$ cat config.mk
export PLATFORM = sky130hd
export DESIGN_NAME = ex_operand_stage_flat
export DESIGN_NICKNAME = d
export VERILOG_FILES = /design/src/rtl/ex_operand_stage_pkg.sv /design/src/rtl/ex_operand_stage_if.sv /design/src/rtl/ex_operand_stage_fwd_mux.sv /design/src/rtl/ex_operand_stage.sv /design/src/flat_wrapper.sv
export SDC_FILE = /design/constraint.sdc
export NUM_CORES = 1
export LEC_CHECK = 0
export CELL_PAD_IN_SITES_DETAIL_PLACEMENT = 1
export CELL_PAD_IN_SITES_GLOBAL_PLACEMENT = 2
export CORE_ASPECT_RATIO = 1.1
export CORE_MARGIN = 2
export CORE_UTILIZATION = 27
export CTS_CLUSTER_SIZE = 20
export DETAILED_ROUTE_END_ITERATION = 12
export PLACE_DENSITY_LB_ADDON = 0.15
export SKIP_LAST_GASP = 1
export SYNTH_ARGS = -nofsm -noshare
export SYNTH_HDL_FRONTEND = slang
export SYNTH_SLANG_ARGS = --single-unit
$ cat constraint.sdc
create_clock -name clk -period 7.5 [get_ports clk]
set_input_delay 1.5 -clock clk [delete_from_list [all_inputs] [get_ports clk]]
set_output_delay 1.5 -clock clk [all_outputs]
set_load 0.03 [all_outputs]
$ cat src/rtl/ex_operand_stage_pkg.sv
// ex_operand_stage shared definitions:
// ALU control codes and forward-select encodings.
package ex_operand_stage_pkg;

  localparam logic [3:0] ALU_ADD  = 4'b0000;
  localparam logic [3:0] ALU_SUB  = 4'b0001;
  localparam logic [3:0] ALU_AND  = 4'b0010;
  localparam logic [3:0] ALU_OR   = 4'b0011;
  localparam logic [3:0] ALU_XOR  = 4'b0100;
  localparam logic [3:0] ALU_SLL  = 4'b0101;
  localparam logic [3:0] ALU_SRL  = 4'b0110;
  localparam logic [3:0] ALU_SRA  = 4'b0111;
  localparam logic [3:0] ALU_SLT  = 4'b1000;
  localparam logic [3:0] ALU_SLTU = 4'b1001;
  localparam logic [3:0] ALU_LUI  = 4'b1010;

  typedef enum logic [1:0] {
    FWD_REG = 2'b00,
    FWD_WB  = 2'b01,
    FWD_MEM = 2'b10
  } fwd_sel_e;

endpackage

$ cat src/rtl/ex_operand_stage_if.sv
// ex_operand_stage bus: ID inputs, hazard controls,
// MEM/WB forwarding sources and EX outputs.
interface ex_operand_stage_if #(
  parameter int XLEN = 32,
  parameter int RA_W = 5
);
  import ex_operand_stage_pkg::*;

  logic            stall_e;
  logic            flush_e;
  logic            id_valid;
  logic [XLEN-1:0] id_pc;
  logic [XLEN-1:0] id_rs1_data;
  logic [XLEN-1:0] id_rs2_data;
  logic [RA_W-1:0] id_rs1;
  logic [RA_W-1:0] id_rs2;
  logic [RA_W-1:0] id_rd;
  logic [XLEN-1:0] id_imm;
  logic [3:0]      id_alu_ctrl;
  logic            id_op1_sel;
  logic            id_op2_sel;
  logic            id_reg_write;
  logic [RA_W-1:0] mem_rd;
  logic [RA_W-1:0] wb_rd;
  logic            mem_reg_write;
  logic            wb_reg_write;
  logic [XLEN-1:0] mem_result;
  logic [XLEN-1:0] wb_result;
  logic [XLEN-1:0] operand1;
  logic [XLEN-1:0] operand2;
  logic [3:0]      alu_ctrl;
  logic [XLEN-1:0] ex_store_data;
  logic            ex_valid;
  logic            ex_reg_write;
  logic [RA_W-1:0] ex_rd;
  logic [XLEN-1:0] ex_pc;
  logic [XLEN-1:0] ex_imm;
  fwd_sel_e        fwd1_sel;
  fwd_sel_e        fwd2_sel;

  modport master (
    output stall_e, flush_e, id_valid, id_pc,
    output id_rs1_data, id_rs2_data,
    output id_rs1, id_rs2, id_rd, id_imm,
    output id_alu_ctrl, id_op1_sel, id_op2_sel,
    output id_reg_write,
    output mem_rd, wb_rd, mem_reg_write,
    output wb_reg_write, mem_result, wb_result,
    input  operand1, operand2, alu_ctrl,
    input  ex_store_data, ex_valid, ex_reg_write,
    input  ex_rd, ex_pc, ex_imm,
    input  fwd1_sel, fwd2_sel
  );

  modport slave (
    input  stall_e, flush_e, id_valid, id_pc,
    input  id_rs1_data, id_rs2_data,
    input  id_rs1, id_rs2, id_rd, id_imm,
    input  id_alu_ctrl, id_op1_sel, id_op2_sel,
    input  id_reg_write,
    input  mem_rd, wb_rd, mem_reg_write,
    input  wb_reg_write, mem_result, wb_result,
    output operand1, operand2, alu_ctrl,
    output ex_store_data, ex_valid, ex_reg_write,
    output ex_rd, ex_pc, ex_imm,
    output fwd1_sel, fwd2_sel
  );
endinterface

$ cat src/rtl/ex_operand_stage_fwd_mux.sv
// Per-operand forwarding: MEM beats WB beats stored data;
// x0 is never forwarded.
module ex_fwd_mux
  import ex_operand_stage_pkg::*;
#(
  parameter int XLEN = 32,
  parameter int RA_W = 5
) (
  input  logic [RA_W-1:0] rs_i,
  input  logic [XLEN-1:0] data_i,
  input  logic [RA_W-1:0] mem_rd_i,
  input  logic            mem_we_i,
  input  logic [XLEN-1:0] mem_val_i,
  input  logic [RA_W-1:0] wb_rd_i,
  input  logic            wb_we_i,
  input  logic [XLEN-1:0] wb_val_i,
  output logic [XLEN-1:0] fwd_o,
  output fwd_sel_e        sel_o
);

  logic nz;
  logic mem_hit;
  logic wb_hit;

  assign nz      = |rs_i;
  assign mem_hit = nz & mem_we_i & (mem_rd_i == rs_i);
  assign wb_hit  = nz & wb_we_i & (wb_rd_i == rs_i);

  // Priority select of the freshest producer.
  always_comb begin
    sel_o = FWD_REG;
    fwd_o = data_i;
    if (mem_hit) begin
      sel_o = FWD_MEM;
      fwd_o = mem_val_i;
    end else if (wb_hit) begin
      sel_o = FWD_WB;
      fwd_o = wb_val_i;
    end
  end

endmodule

$ cat src/rtl/ex_operand_stage.sv
// ID/EX register with stall/flush control,
// operand forwarding and ALU source selection.
module ex_operand_stage
  import ex_operand_stage_pkg::*;
#(
  parameter int XLEN = 32,
  parameter int RA_W = 5
) (
  input logic          clk,
  input logic          rst,
  ex_operand_stage_if.slave bus
);

  typedef struct packed {
    logic            valid;
    logic            reg_write;
    logic [RA_W-1:0] rd;
    logic [RA_W-1:0] rs1;
    logic [RA_W-1:0] rs2;
    logic [XLEN-1:0] rs1_data;
    logic [XLEN-1:0] rs2_data;
    logic [XLEN-1:0] pc;
    logic [XLEN-1:0] imm;
    logic [3:0]      alu;
    logic            op1_sel;
    logic            op2_sel;
  } ex_regs_t;

  ex_regs_t        regs_q;
  ex_regs_t        regs_d;
  logic [XLEN-1:0] fwd1;
  logic [XLEN-1:0] fwd2;

  ex_fwd_mux #(.XLEN(XLEN), .RA_W(RA_W)) u_fwd1 (
    .rs_i      (regs_q.rs1),
    .data_i    (regs_q.rs1_data),
    .mem_rd_i  (bus.mem_rd),
    .mem_we_i  (bus.mem_reg_write),
    .mem_val_i (bus.mem_result),
    .wb_rd_i   (bus.wb_rd),
    .wb_we_i   (bus.wb_reg_write),
    .wb_val_i  (bus.wb_result),
    .fwd_o     (fwd1),
    .sel_o     (bus.fwd1_sel)
  );

  ex_fwd_mux #(.XLEN(XLEN), .RA_W(RA_W)) u_fwd2 (
    .rs_i      (regs_q.rs2),
    .data_i    (regs_q.rs2_data),
    .mem_rd_i  (bus.mem_rd),
    .mem_we_i  (bus.mem_reg_write),
    .mem_val_i (bus.mem_result),
    .wb_rd_i   (bus.wb_rd),
    .wb_we_i   (bus.wb_reg_write),
    .wb_val_i  (bus.wb_result),
    .fwd_o     (fwd2),
    .sel_o     (bus.fwd2_sel)
  );

  // Next state: flush > stall (refresh operands) > load.
  always_comb begin
    regs_d = regs_q;
    if (bus.flush_e) begin
      regs_d     = '0;
      regs_d.alu = ALU_ADD;
    end else if (bus.stall_e) begin
      regs_d.rs1_data = fwd1;
      regs_d.rs2_data = fwd2;
    end else begin
      regs_d.valid     = bus.id_valid;
      regs_d.reg_write = bus.id_reg_write & bus.id_valid;
      regs_d.rd        = bus.id_rd;
      regs_d.rs1       = bus.id_rs1;
      regs_d.rs2       = bus.id_rs2;
      regs_d.rs1_data  = bus.id_rs1_data;
      regs_d.rs2_data  = bus.id_rs2_data;
      regs_d.pc        = bus.id_pc;
      regs_d.imm       = bus.id_imm;
      regs_d.alu       = bus.id_alu_ctrl;
      regs_d.op1_sel   = bus.id_op1_sel;
      regs_d.op2_sel   = bus.id_op2_sel;
    end
  end

  // Stage register, cleared to a bubble on reset.
  always_ff @(posedge clk or posedge rst) begin
    if (rst) begin
      regs_q     <= '0;
      regs_q.alu <= ALU_ADD;
    end else begin
      regs_q <= regs_d;
    end
  end

  assign bus.operand1      = regs_q.op1_sel ? regs_q.pc : fwd1;
  assign bus.operand2      = regs_q.op2_sel ? regs_q.imm : fwd2;
  assign bus.ex_store_data = fwd2;
  assign bus.alu_ctrl      = regs_q.alu;
  assign bus.ex_valid      = regs_q.valid;
  assign bus.ex_reg_write  = regs_q.reg_write;
  assign bus.ex_rd         = regs_q.rd;
  assign bus.ex_pc         = regs_q.pc;
  assign bus.ex_imm        = regs_q.imm;

endmodule
$ cat src/flat_wrapper.sv
// flat-port wrapper written by rule: the top's interface ports become plain ports
module ex_operand_stage_flat import ex_operand_stage_pkg::*;
#(
  parameter int XLEN = 32,
  parameter int RA_W = 5
)
  (clk, rst, bus_stall_e, bus_flush_e, bus_id_valid, bus_id_pc, bus_id_rs1_data, bus_id_rs2_data, bus_id_rs1, bus_id_rs2, bus_id_rd, bus_id_imm, bus_id_alu_ctrl, bus_id_op1_sel, bus_id_op2_sel, bus_id_reg_write, bus_mem_rd, bus_wb_rd, bus_mem_reg_write, bus_wb_reg_write, bus_mem_result, bus_wb_result, bus_operand1, bus_operand2, bus_alu_ctrl, bus_ex_store_data, bus_ex_valid, bus_ex_reg_write, bus_ex_rd, bus_ex_pc, bus_ex_imm, bus_fwd1_sel, bus_fwd2_sel);
  ex_operand_stage_if #(.XLEN(XLEN), .RA_W(RA_W)) bus_i ();
  input logic clk;
  input logic rst;
  input wire logic [$bits(bus_i.stall_e)-1:0] bus_stall_e;
  input wire logic [$bits(bus_i.flush_e)-1:0] bus_flush_e;
  input wire logic [$bits(bus_i.id_valid)-1:0] bus_id_valid;
  input wire logic [$bits(bus_i.id_pc)-1:0] bus_id_pc;
  input wire logic [$bits(bus_i.id_rs1_data)-1:0] bus_id_rs1_data;
  input wire logic [$bits(bus_i.id_rs2_data)-1:0] bus_id_rs2_data;
  input wire logic [$bits(bus_i.id_rs1)-1:0] bus_id_rs1;
  input wire logic [$bits(bus_i.id_rs2)-1:0] bus_id_rs2;
  input wire logic [$bits(bus_i.id_rd)-1:0] bus_id_rd;
  input wire logic [$bits(bus_i.id_imm)-1:0] bus_id_imm;
  input wire logic [$bits(bus_i.id_alu_ctrl)-1:0] bus_id_alu_ctrl;
  input wire logic [$bits(bus_i.id_op1_sel)-1:0] bus_id_op1_sel;
  input wire logic [$bits(bus_i.id_op2_sel)-1:0] bus_id_op2_sel;
  input wire logic [$bits(bus_i.id_reg_write)-1:0] bus_id_reg_write;
  input wire logic [$bits(bus_i.mem_rd)-1:0] bus_mem_rd;
  input wire logic [$bits(bus_i.wb_rd)-1:0] bus_wb_rd;
  input wire logic [$bits(bus_i.mem_reg_write)-1:0] bus_mem_reg_write;
  input wire logic [$bits(bus_i.wb_reg_write)-1:0] bus_wb_reg_write;
  input wire logic [$bits(bus_i.mem_result)-1:0] bus_mem_result;
  input wire logic [$bits(bus_i.wb_result)-1:0] bus_wb_result;
  output wire logic [$bits(bus_i.operand1)-1:0] bus_operand1;
  output wire logic [$bits(bus_i.operand2)-1:0] bus_operand2;
  output wire logic [$bits(bus_i.alu_ctrl)-1:0] bus_alu_ctrl;
  output wire logic [$bits(bus_i.ex_store_data)-1:0] bus_ex_store_data;
  output wire logic [$bits(bus_i.ex_valid)-1:0] bus_ex_valid;
  output wire logic [$bits(bus_i.ex_reg_write)-1:0] bus_ex_reg_write;
  output wire logic [$bits(bus_i.ex_rd)-1:0] bus_ex_rd;
  output wire logic [$bits(bus_i.ex_pc)-1:0] bus_ex_pc;
  output wire logic [$bits(bus_i.ex_imm)-1:0] bus_ex_imm;
  output wire logic [$bits(bus_i.fwd1_sel)-1:0] bus_fwd1_sel;
  output wire logic [$bits(bus_i.fwd2_sel)-1:0] bus_fwd2_sel;
  assign bus_i.stall_e = bus_stall_e;
  assign bus_i.flush_e = bus_flush_e;
  assign bus_i.id_valid = bus_id_valid;
  assign bus_i.id_pc = bus_id_pc;
  assign bus_i.id_rs1_data = bus_id_rs1_data;
  assign bus_i.id_rs2_data = bus_id_rs2_data;
  assign bus_i.id_rs1 = bus_id_rs1;
  assign bus_i.id_rs2 = bus_id_rs2;
  assign bus_i.id_rd = bus_id_rd;
  assign bus_i.id_imm = bus_id_imm;
  assign bus_i.id_alu_ctrl = bus_id_alu_ctrl;
  assign bus_i.id_op1_sel = bus_id_op1_sel;
  assign bus_i.id_op2_sel = bus_id_op2_sel;
  assign bus_i.id_reg_write = bus_id_reg_write;
  assign bus_i.mem_rd = bus_mem_rd;
  assign bus_i.wb_rd = bus_wb_rd;
  assign bus_i.mem_reg_write = bus_mem_reg_write;
  assign bus_i.wb_reg_write = bus_wb_reg_write;
  assign bus_i.mem_result = bus_mem_result;
  assign bus_i.wb_result = bus_wb_result;
  assign bus_operand1 = bus_i.operand1;
  assign bus_operand2 = bus_i.operand2;
  assign bus_alu_ctrl = bus_i.alu_ctrl;
  assign bus_ex_store_data = bus_i.ex_store_data;
  assign bus_ex_valid = bus_i.ex_valid;
  assign bus_ex_reg_write = bus_i.ex_reg_write;
  assign bus_ex_rd = bus_i.ex_rd;
  assign bus_ex_pc = bus_i.ex_pc;
  assign bus_ex_imm = bus_i.ex_imm;
  assign bus_fwd1_sel = bus_i.fwd1_sel;
  assign bus_fwd2_sel = bus_i.fwd2_sel;
  ex_operand_stage #(.XLEN(XLEN), .RA_W(RA_W)) u_core (.clk(clk), .rst(rst), .bus(bus_i));
endmodule
; Yosys cells after proc, flatten, opt, wreduce, memory -nomap -nowiden
; Index checks and enable logic that the tools add are counted.
[word_totals]
register_bits = 151
input_bits = 231
output_inout_bits = 175
wordCells = 42
[classes]
eq_ne = 5
muxes = 14
bitwise = 9
n_reduce_logical = 2
[ops]
columns = operator, n
row1 = $mux W32, 6
row2 = $mux W151, 1
row3 = $mux W70, 1
row4 = $mux W64, 1
row5 = $eq A5 B5 Y1, 4
row6 = $mux W17, 1
row7 = $reduce_or A5 Y1, 2
row8 = $and A1 B1 Y1, 9
row9 = $mux W2, 2
row10 = $mux W1, 2
row11 = $ne A2 B1 Y1 const B, 1

; Longest topological paths before layout
; Gate-level depths: netlist (run 1).
[logic_depth]
depth_word = 7
ltp_mapped = 7
depth_no_buf = 6

; Modules after synthesis
; From an unflattened synthesis (run 1), not the netlist that was laid out.
[hier_totals]
hier_cells = 978
hier_area_um2 = 9384.0
[modules_own_cells]
columns = module, n_inst, cells_each, area_each_um2, seq_area_each_um2
row1 = ex_operand_stage, 1, 634, 7402.1, 3778.6
row2 = ex_fwd_mux, 2, 172, 991.0, 0.0

; Worst setup path before layout (run 1)
; Ideal clock, no wire load.
[synth_timing]
path_type = input to output
start = input bus_wb_rd[0]
end = output bus_operand2[23]
arrival_ns = 3.417
t_required_ns = 6.000
setup_slack_ns = 2.583
stages = 7
n_path_buf = 2
cell_sequence = xnor2_1 and4_1 clkbuf_1 clkbuf_1 nand4b_1 a31oi_1 mux2_2
[synth_between]
elab_chain_cells = 5
[synth_rtl]
columns = item, line_no
row1 = start: declaration, flat_wrapper.sv:26  ; input wire logic [$bits(bus_i.wb_rd)-1:0] bus_wb_rd;
row2 = $eq A5 B5 Y1, ex_operand_stage_fwd_mux.sv:27  ; assign wb_hit = nz & wb_we_i & (wb_rd_i == rs_i);
row3 = $and A1 B1 Y1, ex_operand_stage_fwd_mux.sv:27
row4 = $mux W32, ex_operand_stage_fwd_mux.sv:36  ; end else if (wb_hit) begin
row5 = $mux W32, ex_operand_stage_fwd_mux.sv:33  ; if (mem_hit) begin
row6 = named net bus_ex_store_data[23], flat_wrapper.sv:34  ; output wire logic [$bits(bus_i.ex_store_data)-1:0] bus_ex_store_data;
row7 = $mux W32, ex_operand_stage.sv:96  ; assign bus.operand2 = regs_q.op2_sel ? regs_q.imm : fwd2;
row8 = end: declaration, flat_wrapper.sv:32  ; output wire logic [$bits(bus_i.operand2)-1:0] bus_operand2;
; The timed path passes the listed nets, and every way through them passes these cells.

; Worst setup path after layout (run 1)
[layout_timing]
start = input bus_wb_rd[3]
end = output bus_operand2[25]
[layout_between]
elab_chain_cells = 5
[layout_rtl]
columns = item, line_no
row1 = $eq A5 B5 Y1, ex_operand_stage_fwd_mux.sv:27
row2 = $and A1 B1 Y1, ex_operand_stage_fwd_mux.sv:27
row3 = $mux W32, ex_operand_stage_fwd_mux.sv:36
row4 = $mux W32, ex_operand_stage_fwd_mux.sv:33
row5 = $mux W32, ex_operand_stage.sv:96
; Every way passes these cells.

==> metrics.txt, run 1 <==
TritonCTS Sinks about 150; CP cell instances clkdlybuf4s50_1 -> xnor2_1 -> and4_2 -> nand4b_1 -> a31oi_1 -> mux2_2 -> clkdlybuf4s50_1; R2R Setup Slk around 4.7 ns; hold crit path type flop to flop; leakage 5.40 nW; share of cells above drive strength 1 approximately a tenth; DRT met1 WL 17,400 µm; largest net degree at the start of global routing 76; Placer Congestion 0.745; Skew-Pair Late Insertion Delay 0.44 ns; outcome complete, no violations; Slew headroom roughly a fifth; RR Startpoint u_core.regs_q[140]; crit-path leading delay family buffers and inverters; Max Slew Vio Count 0; Final Skew 0.00893 ns; area leader, netlist dfrtp_1; number of synthesized flops with an enable pin 0; area delta synth->final 46.4%; Final min period ~6.1 ns; GRT overflow 0; WP data required 6.00 ns; crit path buf inv count 2; clk buf depth 2; post-detail-place hpwl 28,000 µm; Initial Util between 20 and 30%; total wire length after detailed routing 41,500 µm; io pins 406; setup_tns 0 ns; GRT Util Overall a little under a quarter; asr flop ratio synth 100%; routed len/inst about 25 µm; core area 0.0343 mm²; First-pass DRT Iterations 5; Setup CP Type input port to output port; Worst Setup End Kind output port; synth top area cells dfrtp_1 40%, mux2i_1 13%, buf_4 6.2%; post-cts resize count 0; Synth Flop Type dfrtp_1; Die Y-Extent 200 µm; WHS Path Cells 2; via count 8,623; share of the yosys chip area belonging to registers 40.0%; clock root buffer clkbuf_16; Yosys top cell area share 40.0%; Final nets ~1,400; RR Endpoint u_core.regs_q[123]; DR vias/cell 5.23; Max VDD drop 159 µV; critical path fanouts, max 32; initial antenna violation count 4; max layer used met5; port bufs between 400 and 500; CTS clk-pin slew, worst paths 0.06 ns; number of setup violations in the final report 0; Yosys cell types 37; synthesized area 0.00944 mm²; Post-CTS Hold Buffers 0; first-pass GRT wire length 62,100 µm; postcts setup bufs 0; Mapped Avg Cell Area between 10 and 15 µm²; DR WL met2 between 20,000 and 25,000 µm; Num CTS Buffers 17; CTS tree built; met3 routed WL between 2000 and 3000 µm; final worst-path cycle share 81.0%; final hold violation count 0; hold-critical path endpoint u_core.bus.ex_reg_write; max_cap viols 0; Ys Warns 0; H-tree depth 4; arrival time at the worst endpoint 4.58 ns; most common cell after layout, fill and taps aside clkdlybuf4s50_1; #FFs+latches synth 151; Register-to-Register Path Depth 6; drt initial violations 373; most numerous cell on the critical path clkdlybuf4s50_1; Die ar. 0.0365 mm²; crit path launch type input port; Max stage delay on crit path 0.86 ns; Syn Nets 1,154; FP Rows 71; die width 182 µm; most frequent cells in the layout 403 x clkdlybuf4s50_1, 149 x dfrtp_1, 118 x mux2i_1; Pwr per Cell Area roughly 180 mW/mm²; Slew @ Worst Pin ~1.2 ns; DRC Markers 0; max frequency between 150 and 200 MHz; Routed Antenna Nets 0; worst hold start u_core.bus.ex_reg_write; final instance area around 0.014 mm²; Slowest-stage cell, CP and4_2; vias in the first global route about 9,500; Cell Area, Placed roughly 0.013 mm²; Post-Syn Instances 923; RSZ-0062 raised after global routing false
-- synth_stat cells (2+ instances only) --
library cell,instances
nand2_1,6
nand4_1,3
nor3_1,65
nor4_1,2
a31oi_4,20
and2_1,2
buf_1,10
buf_12,2
a22o_1,32
mux2i_1,118
nor2_1,91
nand4b_1,32
o31ai_1,32
buf_6,4
xnor2_1,15
buf_2,9
buf_4,78
xor2_1,3
a221oi_1,32
a32oi_1,32
dfrtp_1,151
o21ai_0,33
clkbuf_1,62
inv_1,34
a31oi_1,12
mux2_2,32
-- worst max path at each step --
stage / from / to / slack [ns] / cells past startpoint
5_1_grt: bus_wb_rd[3] / bus_operand2[31] / 1.26 / 7
4_1_cts: bus_wb_rd[3] / bus_operand2[31] / 1.41 / 7
6_report: bus_wb_rd[3] / bus_operand2[25] / 1.42 / 7
3_3_place_gp: bus_wb_rd[3] / bus_operand2[31] / 1.44 / 7
2_1_floorplan: rst / u_core.bus.alu_ctrl[0] / 1.94 / 1
3_5_place_dp: bus_wb_rd[3] / bus_operand2[31] / 1.42 / 7
-- cells by family after synthesis --
| kind of cell | share of synthesized area (%) |
|---|---|
| simple gates | 11.3 |
| compound gates | 18.9 |
| mux | 16.3 |
| xor+xnor | 1.67 |
| buf+inv | 11.8 |
| flops | 40.0 |
-- worst min-delay path, delay by kind of cell, from the launching register on --
family	cells	cell delay, ns
flip-flops	1	0.35
AO/OA/AOI/OAI	1	0.06
AND/OR/NAND/NOR	1	0.07
-- power by group --
part | switching, mW | internal (mW)
Clock | 0.370 | 0.522
Combinational | 0.415 | 0.336
Sequential | 0.0356 | 0.861
Total | 0.820 | 1.72
-- metrics by stage --
step           power (mW)  hold WS, ns  utilization (%)  cells  setup slack, ns
2_1_floorplan        1.33        0.491                -    923             1.94
3_5_place_dp         1.67        0.510             38.6   1617             1.42
3_3_place_gp         1.66        0.502             38.6   1617             1.44
6_report             2.54        0.522             40.3   1650             1.42
4_1_cts              2.58        0.525             40.3   1649             1.41
5_1_grt              2.65        0.566             40.3   1650             1.26
-- per-layer routing --
| metal | global-route usage (%) | up-vias |
|---|---|---|
| li1 | - | 3880 |
| met1 | 27.5 | 4407 |
| met2 | 39.5 | 291 |
| met3 | 5.84 | 39 |
| met4 | 6.74 | 6 |
| met5 | 0 | - |
-- layout make-up --
cell class              instances  area (µm²)
diodes                          1        2.50
clock buffers                  23         488
clock inverters                 9        97.6
fillers                      3795       20500
inverters                      35         136
multi-input cells             572        4600
flip-flops and latches        151        3780
well taps                     438         548
repair buffers                421        4170
-- state kept, by name, summed over array words and instances (netlist names) --
signal	flops
u_core.bus.ex_valid	1
u_core.bus.ex_reg_write	1
u_core.bus.ex_pc	32
u_core.bus.alu_ctrl	4
u_core.bus.ex_imm	32
u_core.bus.ex_rd	5
u_core.regs_q	76
Power figures use the tool's default switching activity.
==> run 2: changes to the inputs <==
--- a/config.mk
+++ b/config.mk
@@ -9,7 +9,7 @@
 export CELL_PAD_IN_SITES_GLOBAL_PLACEMENT = 2
 export CORE_ASPECT_RATIO = 1.1
 export CORE_MARGIN = 2
-export CORE_UTILIZATION = 27
+export CORE_UTILIZATION = 25
 export CTS_CLUSTER_SIZE = 20
 export DETAILED_ROUTE_END_ITERATION = 12
 export PLACE_DENSITY_LB_ADDON = 0.15
==> constraint.sdc (replaced) <==
create_clock -name clk -period 5.63 [get_ports clk]
set_input_delay 1.126 -clock clk [delete_from_list [all_inputs] [get_ports clk]]
set_output_delay 1.126 -clock clk [all_outputs]
set_load 0.03 [all_outputs]
==> run 2 against run 1 <==
Cell area rose by 0.86%. Utilization fell by 2.9 points. Final cell count rose by 3.7%. Clock power rose by 37%. Via count fell by 0.97%. Combinational power rose by 33%. Flip-flop and latch count did not move. Global-route usage fell by 1.5 points. Sequential power rose by 34%. Non-clock buffer count rose by 5. Setup slack got worse by 0.93 ns. Total power rose by 35%.
==> metrics.txt, run 2 (synthesis results as in run 1) <==
post-detail-place hpwl 28,600 µm; DR vias/cell around 5.0; core area approximately 0.037 mm²; most numerous cell on the critical path clkdlybuf4s50_1; H-tree depth 4; crit path buf inv count 3; Die Y-Extent just over 200 µm; Slew headroom 23.0%; setup_tns 0 ns; First-pass DRT Iterations 5; Power Total 3.42 mW; Initial Util 25.4%; arrival time at the worst endpoint 4.01 ns; Final min period 5.14 ns; Post-CTS Hold Buffers 0; Max stage delay on crit path 0.59 ns; initial antenna violation count 3; Placer Congestion 0.744; Fill cells slightly above 4,000; CP cell instances clkdlybuf4s50_1 -> xnor2_1 -> nand2_2 -> buf_4 -> o31ai_1 -> a31oi_1 -> mux2_2 -> clkdlybuf4s50_1; FF+latch area 0.00378 mm²; WP data required 4.50 ns; Die ar. 0.0393 mm²; crit path launch type input port; Cell Area, Placed around 0.013 mm²; met3 routed WL 2370 µm; GRT Util Overall between 20% and 30%; most frequent cells in the layout 369 x clkdlybuf4s50_1, 149 x dfrtp_1, 118 x mux2i_1; Slew @ Worst Pin roughly 1.2 ns; Skew-Pair Late Insertion Delay 0.45 ns; RSZ-0062 raised after global routing false; max frequency 195 MHz; final hold violation count 0; Setup CP Type input port to output port; Slowest-stage cell, CP clkdlybuf4s50_1; GRT overflow 0; max reg flops 76; Routed Antenna Nets 0; leakage 5.50 nW; total wire length after detailed routing 41,600 µm; crit-path leading delay family buffers and inverters; io pins 406; routed len/inst 24.3 µm; DRC Markers 0; drt initial violations between 300 and 400; final instance area 0.0139 mm²; final worst-path cycle share 91.3%; DRT met1 WL 17,800 µm; CTS clk-pin slew, worst paths 0.06 ns; Max VDD drop 207 µV; most common cell after layout, fill and taps aside clkdlybuf4s50_1; max layer used met5; Final Skew about 0.011 ns; post-cts resize count 0; Top reg by flops u_core.regs_q; number of setup violations in the final report 0; largest net degree at the start of global routing 85; die width 189 µm; clk buf depth 2; port bufs 405; Hold Slack ~0.53 ns; FP Rows 74; share of cells above drive strength 1 roughly an eighth; first-pass GRT wire length 62,500 µm; Final nets between 1,000 and 1,500; Pwr per Cell Area 245 mW/mm²; CTS tree built; postcts setup bufs 0; DR WL met2 between 20,000 and 25,000 µm; vias in the first global route 9,351; outcome complete, no violations; Worst Setup End Kind output port; Num CTS Buffers 17; multi-input logic area 0.00460 mm²; hold crit path type flop to flop; clock root buffer clkbuf_16; max_cap viols 0; critical path fanouts, max 24; Max Slew Vio Count 0; via count 8,539; TritonCTS Sinks ~150; area delta synth->final 47.6%
==> run 2: cell types whose count changed in the layout (fill, tap and decap cells not counted), sizes merged <==
cell / delta
bufinv: +1
clkinvlp: +2
clkdlybuf4s50: -34
clkbuf: -3
inv: +1
clkinv: -1
buf: +39
==> run 2: worst paths after layout <==
check	startpoint	to	slack, ns	depth (start not counted)
worst max-delay path	bus_wb_rd[4]	bus_operand2[30]	0.49	8
worst min-delay path	u_core.bus.ex_rd[4]	u_core.bus.ex_rd[4]	0.53	2
worst max register to register	u_core.regs_q[140]	u_core.regs_q[124]	2.86	6
worst min register to register	u_core.bus.ex_rd[4]	u_core.bus.ex_rd[4]	0.53	2
max in group asynchronous	rst	u_core.regs_q[1]	3.30	3
min in group asynchronous	rst	u_core.bus.ex_pc[7]	1.16	2
==> run 2: report_power, final <==
part           switching [mW]  leakage (nW)  internal, mW
Sequential             0.0488          2.00          1.15
Clock                   0.504         0.292         0.720
Combinational           0.551          3.20         0.449
==> run 2: area by class of cell <==
| class | count | area share (%) |
|---|---|---|
| clock buffer | 20 | 3.28 |
| multi-input combinational | 572 | 33.0 |
| inverter | 35 | 0.978 |
| clock inverter | 12 | 1.08 |
| tap | 494 | 4.43 |
| timing repair buffer | 426 | 30.1 |
| sequential | 151 | 27.1 |
| antenna | 1 | 0.0180 |
==> run 2: per-layer routing <==
| metal | track usage, % | up-vias |
|---|---|---|
| li1 | - | 3893 |
| met1 | 25.9 | 4340 |
| met2 | 37.2 | 275 |
| met3 | 5.29 | 27 |
| met4 | 5.24 | 4 |
| met5 | 0 | - |
==> run 2: tightest hold or removal path, delay by kind of cell (launching register included) <==
family           cells  cell delay (ns)
muxes                1             0.07
and+or+nand+nor      1             0.08
DFF                  1             0.34
==> run 2: metrics by stage <==
step | util (%) | worst slack, ns | instances
finish | 37.5 | 0.492 | 1711
global route | 37.5 | 0.300 | 1711
CTS | 37.4 | 0.473 | 1710
detailed placement | 35.8 | 0.466 | 1678
global placement | 35.8 | 0.508 | 1678
floorplan | - | 0.439 | 923
